**config.mk**
```make
export PLATFORM = sky130hd
export DESIGN_NAME = can_crc_tx
export DESIGN_NICKNAME = d
export VERILOG_FILES = /design/src/rtl/can_crc_tx.sv
export SDC_FILE = /design/constraint.sdc
export NUM_CORES = 1
export LEC_CHECK = 0
export BUFFER_PORTS_ARGS = -buffer_cell sky130_fd_sc_hd__buf_2
export CORE_MARGIN = 5
export CORE_UTILIZATION = 49
export DETAILED_ROUTE_END_ITERATION = 6
export MAX_ROUTING_LAYER = met4
export PLACE_DENSITY = 0.75
export SYNTH_ARGS = -nofsm -noshare
export SYNTH_HDL_FRONTEND = slang
export SYNTH_SLANG_ARGS = --single-unit
```
**constraint.sdc**
```tcl
create_clock -name clk -period 1.95 [get_ports clk]
set_clock_uncertainty 0.05 [all_clocks]
set_input_delay 0.0975 -clock clk [delete_from_list [all_inputs] [get_ports clk]]
set_output_delay 0.0975 -clock clk [all_outputs]
set_load 0.01 [all_outputs]
```
**src/rtl/can_crc_tx.sv**
```systemverilog
// can_crc_tx: CAN CRC-15 accumulator and serializer for the transmit path
module can_crc_tx #(
    parameter int               CRC_W = 15,
    parameter logic [CRC_W-1:0] POLY  = 15'h4599
) (
    input  logic             clk,
    input  logic             rst,
    input  logic             start,
    input  logic             bit_en,
    input  logic             data_in,
    input  logic             data_last,
    input  logic             abort,
    output logic             txd,
    output logic [CRC_W-1:0] crc_value,
    output logic             busy,
    output logic             crc_done
);
    typedef enum logic [1:0] {IDLE, DATA, CRC, DELIM} state_t;
    state_t           state_q;
    logic [3:0]       idx_q;
    logic [CRC_W-1:0] crc_q, crc_d;
    logic             txd_q, done_q;
    // next CRC value if the current data bit is shifted in
    always_comb crc_d = {crc_q[CRC_W-2:0], 1'b0} ^ ((data_in ^ crc_q[CRC_W-1]) ? POLY : '0);
    // frame sequencer: data bits, then CRC MSB first, then recessive delimiter
    always_ff @(posedge clk or posedge rst) begin
        if (rst) begin
            state_q <= IDLE;
            idx_q   <= '0;
            crc_q   <= '0;
            txd_q   <= 1'b1;
            done_q  <= 1'b0;
        end else begin
            done_q <= 1'b0;
            if (abort) begin
                state_q <= IDLE;
                txd_q   <= 1'b1;
            end else begin
                case (state_q)
                    IDLE: begin
                        txd_q <= 1'b1;
                        if (start) begin
                            crc_q   <= '0;
                            state_q <= DATA;
                        end
                    end
                    DATA: if (bit_en) begin
                        txd_q <= data_in;
                        crc_q <= crc_d;
                        if (data_last) begin
                            state_q <= CRC;
                            idx_q   <= 4'd14;
                        end
                    end
                    CRC: if (bit_en) begin
                        txd_q <= crc_q[idx_q];
                        if (idx_q == 4'd0) state_q <= DELIM;
                        else idx_q <= idx_q - 4'd1;
                    end
                    DELIM: if (bit_en) begin
                        txd_q   <= 1'b1;
                        done_q  <= 1'b1;
                        state_q <= IDLE;
                    end
                    default: state_q <= IDLE;
                endcase
            end
        end
    end
    assign txd       = txd_q;
    assign crc_value = crc_q;
    assign busy      = state_q != IDLE;
    assign crc_done  = done_q;
endmodule

```
==> flow_summary_export.csv <==
group,metric,value,unit
hold_path,min-delay-path-class,"in2reg",
run,max_cap_violations,0,
layout,num_antenna_cells,0,
layout,layout_commonest_cell,"sky130_fd_sc_hd__nand2_1",
pwr,internal_power,0.00123,W
global_routing,number_of_global_route_vias_before_repair,1043,
critical_path,worst_ep_required_time,2.12,ns
pwr,ir_worst_vdd,0.000897,V
critical_path,path_cells,"inv_2, ha_2, or3b_4, a221oi_2, o21ai_2, mux2_2",
global_routing,global_route.overflow_total,0,
pwr,swShare,0.426,
critical_path,crit_type,"reg2reg",
timing,finalSetupViolations,0,
clocking,cts_root_buffer,"sky130_fd_sc_hd__clkbuf_4",
yosys,yosysUniqueCellTypes,38,
yosys,yosysWarnings,0,
critical_path,timing.critical_path.slowest_stage_cell,"sky130_fd_sc_hd__dfrtp_1",
critical_path,crit_arrival,2.06,ns
yosys,synth_register_bits,23,
routing,via_per_inst,5.39,
global_routing,pin_count_of_the_biggest_net_entering_global_routing,25,
pwr,power_per_cell_area,1320,mW/mm^2
yosys,syn-cell-area,0.00132,sq mm
critical_path,worstPathBufferInverterCount,1,
hold_path,hold-path-endpoint,"txd",
timing,finalHoldViolations,0,
routing,drt_pass1_iterations,4,
layout,finalNetCount,190,
critical_path,crit_path_start_kind,"register",
clocking,cts_htree_levels,1,
critical_path,critical-path-top-delay-family,"flip-flops",
layout,num-fill-cells,212,
critical_path,cp-end-kind,"register",
hold_path,launch_point_of_the_worst_hold_path,"data_in",
routing,route.final.wire_length,3040,microns
pwr,power.sequential.fraction,0.359,
timing,layout_worst_path_cycle_share,0.969,
routing,via_count,1111,
timing,drv_slew,0,
timing,timing.fmax,529,MHz
place,gp_routability_congestion,0.842,
place,buffer_ports.inserted,24,
critical_path,top_fanout_value_on_the_critical_path,4,
clocking,cts_inserted_buffers,3,
pwr,p_switching,0.000913,W
floorplanning,initial_utilization,0.523,
routing,routed-wl-met3,108,microns
routing,routed_wire_length_on_met2,1570,microns
timing,post_route_worst_setup_slack,0.0599,ns
critical_path,rrSetupSlack,0.06,ns
yosys,share_of_synthesized_area_occupied_by_flip_flops_and_latches,0.437,
floorplanning,die_outline_area,0.00383,sq mm
status,outcome,"finished, final reports clean",
routing,drc_marker_count_from_the_first_detailed_route_iteration,49,
routing,antenna_left,0,
clocking,cts_tree,"built",
critical_path,ff_to_ff_end,"state_q[1]",
yosys,synthesis.nets,155,
global_routing,grt_antenna_before_repair,0,
clocking,cts_buffer_depth,2,
global_routing,grt_usage,0.176,
pwr,p_leak,0.771,nW
hold_path,whs_path_depth,4,
floorplanning,dieHeight,61.9,microns
timing,final_period_minus_worst_setup_slack,1.89,ns
layout,flow.area_growth_from_synthesis,23.3,%
critical_path,number_of_cells_on_the_worst_reg_to_reg_path,6,
pwr,clkPwrFrac,0.110,
routing,drcViolationCount,0,
routing,wl_per_cell,14.8,microns
layout,layout.cells.most_common_list,"sky130_fd_sc_hd__nand2_1, sky130_fd_sc_hd__buf_2, sky130_fd_sc_hd__dfrtp_1",
critical_path,delay_of_the_slowest_critical_path_stage,0.42,ns
timing,max-slew-margin-rel,0.753,
pwr,share_comb_of_total_power,0.531,
clocking,clkSinkCount,23,
routing,highest-signal-layer,"met4",
floorplanning,dieWidth,61.9,microns
critical_path,r2r_start,"idx_q[0]",
floorplanning,coreArea,0.00252,sq mm
layout,post_route_cells_drive_above_1_share,0.318,
clocking,cts.reportedPaths.clkPinSlew,0.14,ns
floorplanning,ports,25,
yosys,syn-mean-instance-area,9.30,sq um
layout,final_core_util,0.645,
floorplanning,core.rowCount,18,
global_routing,wire_length_of_the_first_global_routing_pass,4910,microns
clocking,insertion_delay,0.32,ns
routing,met1Wirelength,1330,microns
timing,actual_transition_at_the_worst_max_transition_pin,0.370,ns
place,hpwl,2200,microns
place,place_ws,0.0219,ns
yosys,synth_cells,142,
==> cells in the mapped netlist <==
cell type,count,area [sq um]
sky130_fd_sc_hd__a21oi_1,1,5.00
sky130_fd_sc_hd__inv_1,11,41.3
sky130_fd_sc_hd__nor2b_1,3,18.8
sky130_fd_sc_hd__a221oi_1,1,8.76
sky130_fd_sc_hd__nor3_1,1,5.00
sky130_fd_sc_hd__and2b_1,1,7.51
sky130_fd_sc_hd__clkbuf_1,5,18.8
sky130_fd_sc_hd__nand3_1,1,5.00
sky130_fd_sc_hd__nand4_1,2,12.5
sky130_fd_sc_hd__o2111ai_1,1,8.76
sky130_fd_sc_hd__mux4_2,2,45.0
sky130_fd_sc_hd__or2_2,1,6.26
sky130_fd_sc_hd__dfstp_2,1,26.3
sky130_fd_sc_hd__a22o_1,2,17.5
sky130_fd_sc_hd__o211a_1,1,10.0
sky130_fd_sc_hd__ha_1,6,75.1
sky130_fd_sc_hd__o21ai_0,17,85.1
sky130_fd_sc_hd__and2_1,1,6.26
sky130_fd_sc_hd__nand2_1,29,109
sky130_fd_sc_hd__or3_1,2,12.5
sky130_fd_sc_hd__and3_1,1,6.26
sky130_fd_sc_hd__a31o_2,1,8.76
sky130_fd_sc_hd__a311oi_1,1,8.76
sky130_fd_sc_hd__xnor2_1,6,52.6
sky130_fd_sc_hd__clkbuf_2,1,5.00
sky130_fd_sc_hd__or3b_2,1,8.76
sky130_fd_sc_hd__buf_4,1,7.51
sky130_fd_sc_hd__xor2_1,1,8.76
sky130_fd_sc_hd__o21bai_1,1,7.51
sky130_fd_sc_hd__o211ai_1,2,15.0
sky130_fd_sc_hd__or4_1,1,7.51
sky130_fd_sc_hd__dfrtp_1,22,551
sky130_fd_sc_hd__mux2_2,1,11.3
sky130_fd_sc_hd__mux2i_1,6,60.1
sky130_fd_sc_hd__a31oi_1,1,6.26
sky130_fd_sc_hd__o22a_1,1,8.76
sky130_fd_sc_hd__nand3b_1,1,7.51
sky130_fd_sc_hd__nor2_1,4,15.0
==> metrics by stage <==
step                cells  cell area [sq um]  TNS (ns)  power, W  hold slack, ns
CTS                   204               1580         0   0.00205           0.135
finish                206               1630         0   0.00214           0.141
global placement      197               1520         0   0.00176          0.0982
global route          206               1630   -0.0108   0.00231           0.147
detailed placement    197               1520         0   0.00181           0.114
floorplan             142               1340         0   0.00147          0.0487
==> sequential cells by signal, summed over array words and instances (netlist names) <==
signal     cells
crc_value     15
state_q        2
idx_q          4
crc_done       1
txd            1
==> worst max-delay path by stage <==
stage / start / to / slack [ns] / cells past startpoint
3_5_place_dp: state_q[1] / crc_value[14] / 0.02 / 6
4_1_cts: state_q[0] / crc_value[14] / 0.004 / 6
3_3_place_gp: state_q[1] / crc_value[14] / 0.04 / 6
6_report: idx_q[0] / state_q[1] / 0.06 / 6
2_1_floorplan: state_q[1] / crc_value[14] / 0.004 / 8
5_1_grt: state_q[0] / crc_value[14] / -0.007 / 6
==> metal layers <==
metal,vias to the layer above,GRT usage
met5,-,-
met4,0,0.0364
met3,5,0.0248
met2,31,0.280
met1,521,0.243
li1,554,-
==> layout make-up <==
type | count | area, sq um | share of cell area
clock buffers | 3 | 22.5 | 0.0138
clock inverters | 1 | 5.00 | 0.00307
inverters | 11 | 41.3 | 0.0254
multi-input cells | 101 | 718 | 0.441
flip-flops and latches | 23 | 578 | 0.355
well taps | 30 | 37.5 | 0.0231
repair buffers | 37 | 225 | 0.138
==> worst reg2reg max path, stage by stage, from the launching register on <==
cell                       delay [ns]
sky130_fd_sc_hd__dfrtp_1         0.42
sky130_fd_sc_hd__inv_2           0.09
sky130_fd_sc_hd__ha_2            0.19
sky130_fd_sc_hd__or3b_4          0.40
sky130_fd_sc_hd__a221oi_2        0.26
sky130_fd_sc_hd__o21ai_2         0.10
sky130_fd_sc_hd__mux2_2          0.27
==> kinds of logic after synthesis <==
kind of cell               count (synthesis)  synth area share
AOI/OAI and AO/OA                         30             0.144
DFF                                       23             0.437
muxes                                      9            0.0882
and+or+nand+nor                           49             0.173
buffers and inverters                     18            0.0550
xor gates and xnor gates                   7            0.0464
adders and majority gates                  6            0.0569
==> power groups by stage <==
stage / logic (W) / clock network (W) / registers (W)
after floorplan: 0.000680 / 0 / 0.000792
after CTS: 0.00105 / 0.000235 / 0.000762
final: 0.00114 / 0.000236 / 0.000770
after global placement: 0.00100 / 0 / 0.000760
after detailed placement: 0.00103 / 0 / 0.000773
after global routing: 0.00126 / 0.000256 / 0.000790
==> timing repair <==
action / in CTS / in global routing
endpoints found under the setup margin: 2 / 6
hold buffers: 3 / 0
endpoints found under the hold margin: 23 / 0
pin swaps: 0 / 2
buffers inserted: 0 / 2
resized for setup: 1 / 9
Power figures use the tool's default switching activity.
